==> src/rtl/dircc_node_mem_loader.sv <==
// Packet-to-memory loader: writes each inbound Avalon-ST packet into one slot of a ring in processing memory.
// Latency: payload write on mem_* one cycle after the beat; header two cycles after eop, with pkt_count.
// Backpressure: in_ready drops when the ring is full (IDLE only) and during the one-cycle COMMIT bubble.
module dircc_node_mem_loader #(
  parameter int BASE_ADDR  = 8192,
  parameter int SLOT_WORDS = 16,
  parameter int NUM_SLOTS  = 8
) (
  input  logic                         clk,
  input  logic                         reset_n,
  input  logic [31:0]                  in_data,
  input  logic                         in_valid,
  input  logic                         in_startofpacket,
  input  logic                         in_endofpacket,
  output logic                         in_ready,
  output logic [13:0]                  mem_address,
  output logic [3:0]                   mem_byteenable,
  output logic                         mem_chipselect,
  output logic                         mem_write,
  output logic [31:0]                  mem_writedata,
  output logic                         mem_clken,
  input  logic                         pkt_release,
  output logic                         pkt_pending,
  output logic [$clog2(NUM_SLOTS):0]   pkt_count,
  output logic [13:0]                  head_addr
);

  localparam int OFF_W  = $clog2(SLOT_WORDS) + 1;
  localparam int SLOT_W = $clog2(NUM_SLOTS);
  localparam int CNT_W  = SLOT_W + 1;
  localparam logic [OFF_W-1:0] LP_END  = OFF_W'(SLOT_WORDS);
  localparam logic [CNT_W-1:0] LP_FULL = CNT_W'(NUM_SLOTS);

  typedef enum logic [1:0] {S_IDLE, S_WRITE, S_DROP, S_COMMIT} state_t;

  state_t              r_state;
  state_t              w_state_nxt;
  logic [SLOT_W-1:0]   r_wr_slot;
  logic [SLOT_W-1:0]   r_rd_slot;
  logic [OFF_W-1:0]    r_offset;
  logic [OFF_W-1:0]    w_offset_nxt;
  logic [15:0]         r_stored;
  logic [15:0]         w_stored_nxt;
  logic                r_ovf;
  logic                w_ovf_nxt;
  logic [CNT_W-1:0]    r_count;
  logic                r_mem_write;
  logic [13:0]         r_mem_addr;
  logic [31:0]         r_mem_data;

  logic                w_full;
  logic                w_ready;
  logic                w_accept;
  logic                w_wr_en;
  logic [OFF_W-1:0]    w_wr_off;
  logic [31:0]         w_wr_data;
  logic                w_commit;
  logic                w_rel;
  logic [13:0]         w_wr_addr;

  assign w_full   = (r_count == LP_FULL);
  assign w_accept = in_valid & in_ready;
  assign w_rel    = pkt_release & (r_count != '0);
  // Slot base plus offset; 14-bit arithmetic gives the required truncation for free.
  assign w_wr_addr = 14'(BASE_ADDR) + 14'(r_wr_slot) * 14'(SLOT_WORDS) + 14'(w_wr_off);

  assign in_ready       = reset_n & w_ready;
  assign mem_address    = r_mem_addr;
  assign mem_writedata  = r_mem_data;
  assign mem_write      = r_mem_write;
  assign mem_chipselect = r_mem_write;
  assign mem_byteenable = 4'hF;
  assign mem_clken      = 1'b1;
  assign pkt_count      = r_count;
  assign pkt_pending    = (r_count != '0);
  assign head_addr      = 14'(BASE_ADDR) + 14'(r_rd_slot) * 14'(SLOT_WORDS);

  // Next-state, sink ready and write-request decode.
  always_comb begin
    w_state_nxt  = r_state;
    w_offset_nxt = r_offset;
    w_stored_nxt = r_stored;
    w_ovf_nxt    = r_ovf;
    w_ready      = 1'b0;
    w_wr_en      = 1'b0;
    w_wr_off     = r_offset;
    w_wr_data    = in_data;
    w_commit     = 1'b0;
    case (r_state)
      S_IDLE:   w_ready = !w_full;
      S_WRITE,
      S_DROP:   w_ready = 1'b1;
      default:  w_ready = 1'b0;
    endcase
    if (r_state == S_COMMIT) begin
      w_wr_en     = 1'b1;
      w_wr_off    = '0;
      w_wr_data   = {r_ovf, 15'b0, r_stored};
      w_commit    = 1'b1;
      w_state_nxt = S_IDLE;
    end else if (w_accept && in_startofpacket) begin
      // Any sop (fresh or mid-packet) restarts the slot at payload word 1.
      w_wr_en      = 1'b1;
      w_wr_off     = OFF_W'(1);
      w_offset_nxt = OFF_W'(2);
      w_stored_nxt = 16'd1;
      w_ovf_nxt    = 1'b0;
      if (in_endofpacket) begin
        w_state_nxt = S_COMMIT;
      end else if (OFF_W'(2) == LP_END) begin
        w_ovf_nxt   = 1'b1;
        w_state_nxt = S_DROP;
      end else begin
        w_state_nxt = S_WRITE;
      end
    end else if (w_accept && r_state == S_WRITE) begin
      w_wr_en      = 1'b1;
      w_offset_nxt = r_offset + OFF_W'(1);
      w_stored_nxt = r_stored + 16'd1;
      if (in_endofpacket) begin
        w_state_nxt = S_COMMIT;
      end else if (w_offset_nxt == LP_END) begin
        w_ovf_nxt   = 1'b1;
        w_state_nxt = S_DROP;
      end
    end else if (w_accept && r_state == S_DROP && in_endofpacket) begin
      w_state_nxt = S_COMMIT;
    end
  end

  // FSM state register.
  always_ff @(posedge clk or negedge reset_n) begin
    if (!reset_n) r_state <= S_IDLE;
    else          r_state <= w_state_nxt;
  end

  // Per-packet write cursor, word count and overflow flag.
  always_ff @(posedge clk or negedge reset_n) begin
    if (!reset_n) begin
      r_offset <= '0;
      r_stored <= '0;
      r_ovf    <= 1'b0;
    end else begin
      r_offset <= w_offset_nxt;
      r_stored <= w_stored_nxt;
      r_ovf    <= w_ovf_nxt;
    end
  end

  // Registered memory write port: one-cycle strobe per request.
  always_ff @(posedge clk or negedge reset_n) begin
    if (!reset_n) begin
      r_mem_write <= 1'b0;
      r_mem_addr  <= '0;
      r_mem_data  <= '0;
    end else begin
      r_mem_write <= w_wr_en;
      if (w_wr_en) begin
        r_mem_addr <= w_wr_addr;
        r_mem_data <= w_wr_data;
      end
    end
  end

  // Ring pointers and occupancy; commit and release in one cycle cancel in the count.
  always_ff @(posedge clk or negedge reset_n) begin
    if (!reset_n) begin
      r_wr_slot <= '0;
      r_rd_slot <= '0;
      r_count   <= '0;
    end else begin
      if (w_commit) r_wr_slot <= r_wr_slot + SLOT_W'(1);
      if (w_rel)    r_rd_slot <= r_rd_slot + SLOT_W'(1);
      case ({w_commit, w_rel})
        2'b10:   r_count <= r_count + CNT_W'(1);
        2'b01:   r_count <= r_count - CNT_W'(1);
        default: r_count <= r_count;
      endcase
    end
  end

endmodule

==> config.mk <==
export PLATFORM = sky130hd
export DESIGN_NAME = dircc_node_mem_loader
export DESIGN_NICKNAME = d
export VERILOG_FILES = /design/src/rtl/dircc_node_mem_loader.sv
export SDC_FILE = /design/constraint.sdc
export NUM_CORES = 1
export LEC_CHECK = 0
export ABC_AREA = 0
export ABC_CLOCK_PERIOD_IN_PS = 2280
export BUFFER_PORTS_ARGS = -buffer_cell sky130_fd_sc_hd__clkbuf_2
export CORE_ASPECT_RATIO = 1.25
export CORE_MARGIN = 2
export CORE_UTILIZATION = 45
export DETAILED_ROUTE_END_ITERATION = 6
export PLACE_DENSITY = 0.73
export SYNTH_ARGS = -nofsm -noshare
export SYNTH_HDL_FRONTEND = slang
export SYNTH_SLANG_ARGS = --single-unit
==> constraint.sdc <==
create_clock -name clk -period 2.28 [get_ports clk]
set_clock_uncertainty 0.15 [all_clocks]
set_input_delay 0.342 -clock clk [delete_from_list [all_inputs] [get_ports clk]]
set_output_delay 0.342 -clock clk [all_outputs]
set_load 0.02 [all_outputs]
==> impl.org, run 1 <==
** Critical path
- Critical path capture point type :: flop
- In this run the worst path has a maximum fanout of 3.
- Most frequent cell on the critical path :: ha_4
- At the worst endpoint, the required time is 2.37 ns.
- On the worst path, the slowest cell contributes a delay of 0.55 ns.
- The worst setup path is launched from a flop.
- Standard cell with the maximum stage delay on the critical path :: or4b_4
- Crit path arrival time :: 2.45 ns
- CP cell instances :: or4b_4 -> o211ai_1 -> and3_1 -> ha_4 -> ha_4 -> mux2_4
- Kind of critical path :: flop to flop
- Length in cells of the worst reg-to-reg path :: 6

** Routing
- Final routed wire length divided by cell count :: 15.4 microns
- Once detail routing completed, the nets flagged for antenna violations numbered 0.
- The routed layout has 3,277 vias.
- For this run, the detailed router's first-pass iteration total came to 4.
- Average vias per placed instance :: 5.30
- Routed wire length :: 9540 microns
- After the first detailed-routing iteration, the DRC count stood at 209.
- DRC viols :: 0

** Timing
- Highest achievable clock rate :: 424 MHz
- Time the worst path needs with I/O delays and setup :: 2.36 ns
- Worst setup margin :: -0.0771 ns
- Portion of the clock cycle consumed by the worst path in the final layout :: 103%
- Setup repair after global routing could not meet its margin everywhere.
- Worst hold margin :: 0.0565 ns
- Worst slew pin tran :: 0.849 ns
- Fin. max-slew vios :: 0
- Headroom to the max-slew limit came out at 43.4%.
- Final-report hold violation count :: 0
- Setup violations, final :: 10

** Min path
- Class of the worst hold path :: primary input to flop
- Worst hold path depth :: 3

** Power
- Final Power :: 6640 uW
- Summed over all cells, the static leakage comes to 0.00251 uW.
- Across the VDD grid, the largest voltage drop is 0.824 mV.
- For this design the ratio of total power to cell area is 1250 nW/um^2.

** Clocking
- Buffers from clock root to sink, at most :: 2
- Clock tree from TritonCTS :: yes
- The H-tree generated during clock tree synthesis spans 3 levels.
- Clock transition time at the flip-flop clock pins of the worst setup and hold paths :: 0.08 ns
- At the later pin of the worst-skew pair, clock insertion delay measures 0.36 ns.
- Clock Tree Root :: clkbuf_8
- Clk sinks :: 76
- Clock buffers created by TritonCTS :: 9

** Finish
- Syn-to-layout area delta :: 33.9%
- Cells fill 61.5% of the core in the end.
- The repair_antennas step left the layout with diodes totalling 0.
- Layout cells sized above 1 :: 46.2%
- Number of nets in the final layout :: 545
- Multi-input logic area :: 1990 sq um
- Sequential standard cell area :: 1910 sq um
- Number of fill cells :: 676
- Finished Cell Area :: 5290 sq um

** GRT
- GR met3 Demand/Resource :: 3.86%
- Initial antenna violation count :: 0
- Global routing used 25.2% of the available met1 tracks.
- The number of global-route vias before repair came to 3,093.
- Highest-utilization routing layer at the global route stage :: met2
- Remaining global-route overflow :: 0
- Global routing used 32.8% of the available met2 tracks.
- Entering global routing, the biggest net connects 71 pins.
- Overall global routing resource usage :: 20.2%
- Wire length of the first global-routing pass :: 14,700 microns

** Floorplan
- Effective utilization at floorplan :: 45.9%
- Die Span Y :: 109 microns
- During I/O placement, the number of pins put on the boundary was 111.
- The die covers 9550 sq um.
- Cell row count :: 38
- Core outline area :: 8610 sq um
- Horiz. Die Dim :: 87.8 microns

** Synth
- Synthesis handed over a netlist of 357 instances.
- For this run, the leading register cell type out of synthesis is dfrtp_1.
- Synthesis inferred 76 register bits.
- In this run the cell area of the synthesized design comes to 3950 sq um.
- Largest cells by area after synthesis :: dfrtp_1 (48%), buf_4 (4.9%), ha_1 (4.1%)
- Number of warning messages in the yosys log :: 0
- Sequential-to-total area share from yosys stat :: 48.1%
- Summed over all instances, the cell type with the most area after synthesis is dfrtp_1.
- Synth top area share :: 48.1%
- Number of unique standard cell types used by synthesis :: 54
- After synthesis, the share of flip-flops with an asynchronous set or reset is 100%.
- In this run the mean area of a mapped cell was 11.1 sq um.
- Yosys mapped a number of flops with a built-in enable equal to 0.

** Place
- After detailed placement, the total cell area comes to 4760 sq um.
- Post-detail-place hpwl :: 6690 microns
- Number of buffer cells added on primary ports :: 89
- Routability-driven placement finished with a final weighted congestion of 0.840.

** Run status
- The run finished, with violations left.
- The final reports fail on negative setup slack.

** Run
- Count of max-cap constraint violations :: 0
## worst max-delay path: cells and delay by family, from the launching register on
| family | cells | cell delay, ns |
|---|---|---|
| simple gates | 2 | 0.79 |
| flops | 1 | 0.42 |
| fa+ha+maj | 2 | 0.35 |
| compound gates | 1 | 0.27 |
| mux | 1 | 0.24 |
## routing by layer
metal,part of all wire [%],wire [microns]
met1,42,4030
met2,50,4810
met3,4.9,466
met4,2.4,233
met5,0,0
## synthesized netlist by cell type (6+ instances only)
cell / n
mux2_2: 7
mux2_4: 8
o31ai_1: 10
xor2_1: 6
or3_1: 7
ha_1: 13
buf_4: 26
nand3_1: 11
nand2_1: 10
or4_1: 10
a22oi_1: 9
inv_1: 24
nor2_1: 10
a21oi_1: 20
a22o_1: 18
o21ai_0: 12
dfrtp_1: 76
o21ai_2: 10
## what timing repair did
action	in CTS	in global routing
hold buffers	1	0
cloned	2	0
pin swaps	18	10
setup endpoints to repair	12	40
setup buffers	11	1
hold endpoints to repair	6	0
resized for setup	21	32
## through the flow
step,cells,setup slack (ns),TNS [ns]
after floorplan,376,-0.149,-0.398
after global placement,587,-0.0182,-0.0204
after detailed placement,587,-0.113,-0.673
after CTS,617,-0.0642,-0.192
after global routing,618,-0.124,-1.07
final,618,-0.0771,-0.355
## registers in the layout, indices dropped and copies added, names as in the netlist
name and flops:
r_ovf 1, r_state 2, r_offset 5, r_wr_slot 3, mem_writedata 32, pkt_count 4
mem_chipselect 1, mem_address 9, r_stored 16, r_rd_slot 3
## final cells by class
type                       count  area share, %
inverter                      26           2.08
sequential                    76           36.0
multi-input combinational    236           37.6
timing repair buffer         144           17.4
tap                          120           2.84
clock inverter                 4           1.37
clock buffer                  12           2.74
## report_power, final
group          internal [uW]  switching (uW)  total [uW]
clock                    646             498        1140
combinational           1540            1810        3350
sequential              1800             346        2150
total                   3980            2660        6640
## cells by family after synthesis
logic type / Yosys count / synth area share (%)
other cells: 2 / 0.190
fa+ha+maj: 14 / 4.62
xor+xnor: 11 / 2.44
compound gates: 100 / 19.1
flops: 76 / 48.1
simple gates: 72 / 10.7
mux: 18 / 5.79
buf+inv: 64 / 9.02
## final timing paths
kind | startpoint | end | slack [ns]
worst max-delay path | pkt_count[1] | mem_address[5] | -0.08
worst min-delay path | in_data[9] | mem_writedata[9] | 0.06
worst max register to register | pkt_count[1] | mem_address[5] | -0.08
worst min register to register | mem_address[13] | mem_address[13] | 0.32
max in group asynchronous | reset_n | r_stored[3] | 1.30
min in group asynchronous | reset_n | r_wr_slot[1] | 0.12
## layout by cell type, fill, tap and decap left out, types with 4 or more instances in the layout
cell / Yosys / layout
clkbuf_2: 0 / 87
dfrtp_1: 76 / 73
buf_4: 26 / 47
conb_1: 2 / 21
inv_1: 24 / 19
a22o_1: 18 / 18
a21oi_1: 20 / 12
nand3_1: 11 / 11
o21ai_0: 12 / 11
clkbuf_8: 0 / 10
nor2_1: 10 / 9
nand2_1: 10 / 9
a22oi_1: 9 / 9
o21ai_2: 10 / 9
o31ai_1: 10 / 8
mux2_4: 8 / 8
or4_4: 0 / 7
or3_1: 7 / 7
a21oi_2: 0 / 7
mux2_2: 7 / 7
inv_2: 0 / 6
xor2_1: 6 / 6
ha_4: 0 / 6
ha_1: 13 / 6
buf_6: 1 / 6
xnor2_1: 5 / 5
nand4_1: 4 / 4
Note: power is estimated with default switching activity, not from simulation.
==> inputs of run 2 (changes only) <==
--- a/config.mk
+++ b/config.mk
@@ -5,7 +5,7 @@
 export SDC_FILE = /design/constraint.sdc
 export NUM_CORES = 1
 export LEC_CHECK = 0
-export ABC_AREA = 0
+export ABC_AREA = 1
 export ABC_CLOCK_PERIOD_IN_PS = 2280
 export BUFFER_PORTS_ARGS = -buffer_cell sky130_fd_sc_hd__clkbuf_2
 export CORE_ASPECT_RATIO = 1.25
==> impl.org, run 2 <==
** Synth
- For this run, the number of Yosys warnings is 0.
- After synthesis, the cell types taking the most area are dfrtp_1 (48%), nand2_1 (14%), buf_4 (4.5%).
- The most used flip-flop cell after synthesis is dfrtp_1.
- Syn Inst Count :: 458
- Largest area contributor in the netlist :: dfrtp_1
- Flop and latch count out of synthesis :: 76
- Of the total synthesized cell area, the portion taken by AND, OR, NAND and NOR gates is 25.5%.
- Averaged over all synthesized cells, the footprint is 8.66 sq um.
- Counting distinct cell types in the post-synthesis netlist gives 37.
- The synthesized netlist devotes 2.87% of its cell area to XOR and XNOR gates.
- The synthesized netlist devotes 4.61% of its cell area to adder and majority cells.
- Sequential-to-total area share from yosys stat :: 48.0%
- In the synthesized netlist, the cells that appear most often are nand2_1 (146), dfrtp_1 (76), nor2_1 (39), inv_1 (30).
- Combinational family with the most area after synthesis :: simple AND/OR/NAND/NOR gates
- Measured against the total synthesized area, the mux share comes to 0%.
- Synthesized cell area :: 3970 sq um
- Proportion of register bits with asynchronous set or reset after synthesis :: 100%
- nand2_1 is the most common cell in the netlist.
- Synth Area in Compound Gates :: 8.80%
- The share of synthesized area in the top cell type comes to 48.0%.
- The synthesized design contains 0 enable-type register cells.

** Finish
- Number of antenna diodes :: 0
- Most used cells in the layout excluding fill and tap cells :: nand2_1 (144), clkbuf_2 (88), dfrtp_1 (73), nor2_1 (37), inv_1 (29)
- Of the cells placed in the final design, the portion with a size suffix greater than 1 is 25.9%.
- With fillers left out, the area of the finished cells amounts to 4650 sq um.
- Number of flip-flops in the largest register :: 32
- The area growth from synthesis to layout is 17.2%.
- Most frequent standard cell in the layout excluding fill and tap cells :: nand2_1
- For this run, the post-layout net count is 604.

** Clocking
- Buffers from clock root to sink, at most :: 2
- Buffers inserted during clock tree synthesis total 9.
- TritonCTS built the clock tree.
- The tree built by TritonCTS fans out to 76 sinks.
- Clock transition time at the flip-flop clock pins of the worst setup and hold paths :: 0.07 ns
- Buffers inserted to repair hold after CTS numbered 0.
- Clock network latency to the later pin of the worst-skew pair :: 0.34 ns
- Clock Tree Root :: clkbuf_8
- In this run the number of H-tree levels came out at 3.

** Critical path
- Total number of cells along the worst setup path :: 13
- STA puts the critical path data arrival time at 2.25 ns.
- In this run the critical register-to-register path is captured at pkt_count[3].
- Of all nets on the critical path, the largest fanout is 4.
- For the worst setup path, the data required time is 2.37 ns.
- The worst register-to-register path begins at pkt_count[1].
- The slowest stage of the critical path is the dfrtp_2 cell.
- Worst setup endpoint :: pkt_count[3]
- Critical path capture point type :: flop
- The critical path starts at pkt_count[1].
- The kind of cell with the highest combined delay along the critical path is simple AND/OR/NAND/NOR gates.
- Counting cells, the worst reg-to-reg path comes to 13.
- Internal reg-to-reg setup slack :: 0.12 ns
- STA classifies the critical path startpoint as a flop.
- Most frequent cell on the critical path :: nor2_1
- Counting both buffers and inverters, the worst setup path holds a total of 1.
- Delay of the slowest critical-path stage :: 0.44 ns
- CP cell instances :: nor2_4 -> nand2_2 -> nand2_2 -> inv_2 -> ha_4 -> ha_1 -> nand2_1 -> nor2_1 -> a211oi_2 -> nor2_1 -> nor2_1 -> nand2_1 -> xor2_1
- The worst setup path is of the flop to flop kind.

** Timing
- Of the available clock period, the critical path in the final layout requires 94.8%.
- Worst setup margin :: 0.118 ns
- Slew Limit Headroom :: 36.2%
- Final-report hold violation count :: 0
- The worst path in the final design needs a cycle of 2.16 ns, including I/O delays and setup.
- Worst slew pin tran :: 0.957 ns
- Based on the critical path, the design can be clocked at up to 463 MHz.
- Setup violations, final :: 0
- The count of pins over their slew limit came to 0.

** Floorplan
- The die covers 9580 sq um.
- The initialized floorplan defines 38 standard-cell rows.
- The initial utilization of the core area, before any placement, comes to 46.1%.
- Core outline area :: 8610 sq um
- The die is 88.0 microns wide.
- Measured along the y axis, the die boundary spans 109 microns.
- IO Count :: 111

** Power
- The analysis attributes to cell leakage a power of 0.00246 uW.
- For this design the ratio of total power to cell area is 1260 nW/um^2.
- IR drop worst, VDD :: 0.674 mV

** Routing
- Average vias per placed instance :: 4.83
- The detailed router placed 3,246 vias in this run.
- Pre-Repair DR Iteration Count :: 4
- For this run, design rule violations remaining after detail routing come to 0.
- Final routed wire length divided by cell count :: 12.7 microns
- Post-route antenna net violation count :: 0
- For this block, the routed nets add up to 8560 microns of wire.
- For this block, the initial DRC count from the detailed router was 186.

** Place
- Final RePlAce weighted congestion :: 0.836
- At the placement stage, the worst setup path has a slack of -0.0246 ns.
- Input and output buffers added on the ports amount to 89.
- Once placement finished, the instance area stood at 4450 sq um.
- Detailed placement finished with a half-perimeter wire length of 6320 microns.

** GRT
- Remaining global-route overflow :: 0
- Overall global routing resource usage :: 18.2%
- Initial antenna violation count :: 0
- Wire length of the first global-routing pass :: 13,600 microns
- Pin count of the biggest net entering global routing :: 77
- The number of global-route vias before repair was 3,013.

** Run
- Max-cap violations in this run came to 0.

** Min path
- The tightest min-delay check is of the primary input to flop type.

** Run status
- The run finished with clean final reports.
run 2: cell types whose count changed after synthesis, moves of 8 or more:
cell,previous run,this run
a22o_1,18,0
nor2_1,10,39
nand2_1,10,146
a21oi_1,20,11
nand3_1,11,24
mux2_4,8,0
or4_1,10,0
run 2: area by class of cell:
| type | count | area, sq um |
|---|---|---|
| flip-flops and latches | 76 | 1910 |
| multi-input cells | 331 | 1780 |
| inverters | 35 | 138 |
| repair buffers | 99 | 523 |
| well taps | 120 | 150 |
| clock buffers | 11 | 151 |
| fillers | 782 | 3960 |
run 2: power breakdown:
| group | internal, uW | switching [uW] | leakage [uW] | total, uW |
|---|---|---|---|---|
| clock network | 425 | 445 | 0.0000791 | 870 |
| registers | 1810 | 325 | 0.000978 | 2140 |
| logic | 997 | 1840 | 0.00140 | 2840 |
run 2: kinds of logic after synthesis:
logic type	count (synthesis)
adder cells (fa/ha/maj)	14
flip-flops	76
other	2
XOR/XNOR	13
AND/OR/NAND/NOR	230
AO/OA/AOI/OAI	53
buffers and inverters	70
run 2: worst min-delay path by stage:
| stage | endpoint | start | slack (ns) | cells after the start |
|---|---|---|---|---|
| floorplan | mem_address[0] | reset_n | -0.10 | 0 |
| global placement | mem_writedata[18] | mem_writedata[18] | 0.30 | 2 |
| detailed placement | mem_writedata[19] | mem_writedata[19] | 0.31 | 2 |
| CTS | mem_writedata[18] | in_data[18] | 0.04 | 3 |
| global route | mem_writedata[18] | in_data[18] | 0.04 | 3 |
| finish | mem_writedata[18] | in_data[18] | 0.05 | 3 |
run 2: stage by stage:
step	total power, uW	utilization [%]	hold WS, ns	setup TNS, ns	std cells
2_1_floorplan	4200	-	-0.104	0	477
3_3_place_gp	4810	51.7	0.303	0	659
3_5_place_dp	4920	51.7	0.308	-0.0246	659
4_1_cts	5830	53.6	0.0366	0	670
5_1_grt	6330	54.0	0.0435	-0.0202	672
6_report	5840	54.0	0.0482	0	672
run 2: what timing repair did:
action,in CTS,in global routing
buffers inserted,0,2
gates resized for setup,1,6
endpoints found under the setup margin,1,1
pin swaps,0,1
run 2: per-layer routing:
layer	global-route usage (%)	part of all wire, %	up-vias
met4	9.34	2.3	0
met2	29.4	47	125
met3	3.86	6.0	19
met1	22.8	44	1488
met5	0	0	-
li1	-	-	1614
run 2: worst register-to-register path: cells and delay by family, from the launching register on:
kind / cells / cell delay (ns)
and+or+nand+nor: 8 / 0.60
adders and majority gates: 2 / 0.44
DFF: 1 / 0.44
AOI/OAI and AO/OA: 1 / 0.22
xor gates and xnor gates: 1 / 0.14
buffers and inverters: 1 / 0.06
==> inputs of run 3 (changes only) <==
--- a/config.mk
+++ b/config.mk
@@ -6,13 +6,14 @@
 export NUM_CORES = 1
 export LEC_CHECK = 0
 export ABC_AREA = 1
-export ABC_CLOCK_PERIOD_IN_PS = 2280
+export ABC_CLOCK_PERIOD_IN_PS = 2400
 export BUFFER_PORTS_ARGS = -buffer_cell sky130_fd_sc_hd__clkbuf_2
 export CORE_ASPECT_RATIO = 1.25
 export CORE_MARGIN = 2
 export CORE_UTILIZATION = 45
 export DETAILED_ROUTE_END_ITERATION = 6
-export PLACE_DENSITY = 0.73
+export PLACE_DENSITY = 0.7
+export RECOVER_POWER = 100
 export SYNTH_ARGS = -nofsm -noshare
 export SYNTH_HDL_FRONTEND = slang
 export SYNTH_SLANG_ARGS = --single-unit
==> constraint.sdc (replaced) <==
create_clock -name clk -period 2.4 [get_ports clk]
set_clock_uncertainty 0.15 [all_clocks]
set_input_delay 0.36 -clock clk [delete_from_list [all_inputs] [get_ports clk]]
set_output_delay 0.36 -clock clk [all_outputs]
set_load 0.02 [all_outputs]
==> impl.org, run 3 (synthesis results as in run 2) <==
** Finish
- Post-layout util :: 54.3%
- At the end of the flow, the number of nets in the layout was 602.
- Syn-to-layout area delta :: 17.8%
- Leaving out fill and tap cells, the most frequent cell in the layout is nand2_1.
- Layout cells sized above 1 :: 25.6%
- Number of flip-flops in the largest register :: 32
- Count of non-filler cells in the finished layout :: 675
- In the layout the commonest cells are nand2_1 (145), clkbuf_2 (89), dfrtp_1 (74), nor2_1 (37), inv_1 (30).
- The repair_antennas step left the layout with diodes totalling 0.

** Routing
- The count of nets left with antenna violations once routing finished came out at 0.
- Across all layers, the routed design uses 3,235 vias.
- The first detailed-routing pass took 4 iterations.
- For this run, design rule violations remaining after detail routing come to 0.
- For this block, the initial DRC count from the detailed router was 138.
- Dividing the detail-routed wire length by the instance count gives 13.1 microns.
- Routed wire length :: 8870 microns
- Average vias per placed instance :: 4.79

** Critical path
- Crit path arrival time :: 2.34 ns
- The worst setup path is launched from a flop.
- Along the worst path, the maximum fanout reaches 5.
- Kind of critical path :: flop to flop
- Crit path required time :: 2.50 ns
- STA classifies the critical path endpoint as a flop.
- Length in cells of the worst reg-to-reg path :: 13

** Timing
- In this run the tightest slew margin relative to its limit is 39.5%.
- The count of pins over their slew limit came to 0.
- Portion of the clock cycle consumed by the worst path in the final layout :: 93.6%
- Setup violations remaining at the end of the flow were counted as 0.
- The worst path in the final design needs a cycle of 2.25 ns, including I/O delays and setup.
- Worst slew pin tran :: 0.907 ns
- Adding up every negative setup slack in the final design gives 0 ns.
- Final-report hold violation count :: 0
- Highest achievable clock rate :: 445 MHz

** Floorplan
- Die Span Y :: 109 microns
- Horiz. Die Dim :: 88.0 microns
- Cell row count :: 38
- Core outline area :: 8610 sq um
- DIE AREA :: 9580 sq um
- Effective utilization at floorplan :: 46.1%
- During I/O placement, the number of pins put on the boundary was 111.

** Run
- Count of max-cap constraint violations :: 0

** Min path
- In this run the worst hold path is classified as primary input to flop.
- Along the worst hold path, the cell count comes to 3.

** Clocking
- Clock Tree Root :: clkbuf_8
- Clk sinks :: 76
- Clock latency on the worst-skew pair, taken at its later pin, is 0.36 ns.
- Clock tree from TritonCTS :: yes
- Number of H-tree branching levels :: 3
- TritonCTS created 9 clock buffers.
- Buffers from clock root to sink, at most :: 2
- After clock tree synthesis, the clock-pin slew on the worst setup and hold paths is 0.08 ns.

** GRT
- Vias in the first global route :: 3,060
- Pin count of the biggest net entering global routing :: 43
- The number of antenna violations at the first check in global routing came to 0.
- The first global-routing pass estimated 14,300 microns of wire.
- Overall global routing resource usage :: 19.5%
- Remaining global-route overflow :: 0

** Place
- The wire-length estimate of the detail-placed layout is 6440 microns.
- In this run the tool buffered the top-level ports with 89 buffer cells.
- After detailed placement, the design holds a cell count of 657.
- Routability-driven placement finished with a final weighted congestion of 0.931.

** Power
- IR drop worst, VDD :: 0.641 mV
- In this run the power density over the cells is 1210 nW/um^2.
- For this design the static power due to leakage is 0.00247 uW.

** Run status
- The run finished with clean final reports.
run 3: cell types whose count changed in the layout (fill, tap and decap cells not counted), sizes merged:
cell,previous run,this run
buf,11,7
bufinv,0,1
clkbuf,99,101
clkinv,1,2
clkinvlp,0,1
dlygate4sd3,0,1
inv,34,35
run 3: final timing paths:
path	from	endpoint	slack, ns
setup / recovery	pkt_count[2]	pkt_count[3]	0.15
hold / removal	in_data[27]	mem_writedata[27]	0.06
setup reg to reg	pkt_count[2]	pkt_count[3]	0.15
hold reg to reg	r_rd_slot[2]	r_rd_slot[2]	0.32
max in group asynchronous	reset_n	r_stored[14]	0.34
min in group asynchronous	reset_n	r_rd_slot[2]	0.67
run 3: area by class of cell:
cell class / count / area (sq um)
flip-flops and latches: 76 / 1900
well taps: 120 / 150
multi-input cells: 331 / 1770
clock inverters: 4 / 47.5
clock buffers: 12 / 155
repair buffers: 97 / 508
fillers: 817 / 3930
inverters: 35 / 136
run 3: repair_timing:
item | CTS | global route
setup endpoints to repair | 1 | 2
endpoints found under the hold margin | 34 | 0
hold buffers | 1 | 0
gates resized for setup | 1 | 6
setup buffers | 0 | 1
pin swaps | 0 | 1
run 3: layer usage:
metal / routed length, microns / global-route usage [%]
met3: 467 / 3.79
met2: 4370 / 32.4
met1: 3870 / 24.3
met4: 158 / 8.79
met5: 0 / 0
run 3: critical path, stage by stage, from the launching register on:
cell and delay (ns):
dfrtp_2 0.46, nor2_2 0.13, nand2_2 0.06, nand2_1 0.10, inv_1 0.09, ha_2 0.22, ha_1 0.29, nand2_1 0.06
nor2_1 0.04, a211oi_2 0.17, nor2_1 0.06, nor2_1 0.09, nand2_1 0.07, xor2_1 0.14
run 3: stage by stage:
step	total power (uW)	setup WS (ns)	area (sq um)	hold WS (ns)
after floorplan	3970	0.0162	4040	-0.0856
after global placement	4540	0.109	4420	0.303
after detailed placement	4640	-0.00392	4420	0.307
after CTS	5670	0.0406	4640	0.0392
after global routing	6140	-0.00344	4670	0.0567
final	5660	0.153	4670	0.0552
run 3: power by group:
part           switching (uW)  internal, uW
combinational            1720           896
sequential                323          1720
clock                     469           534
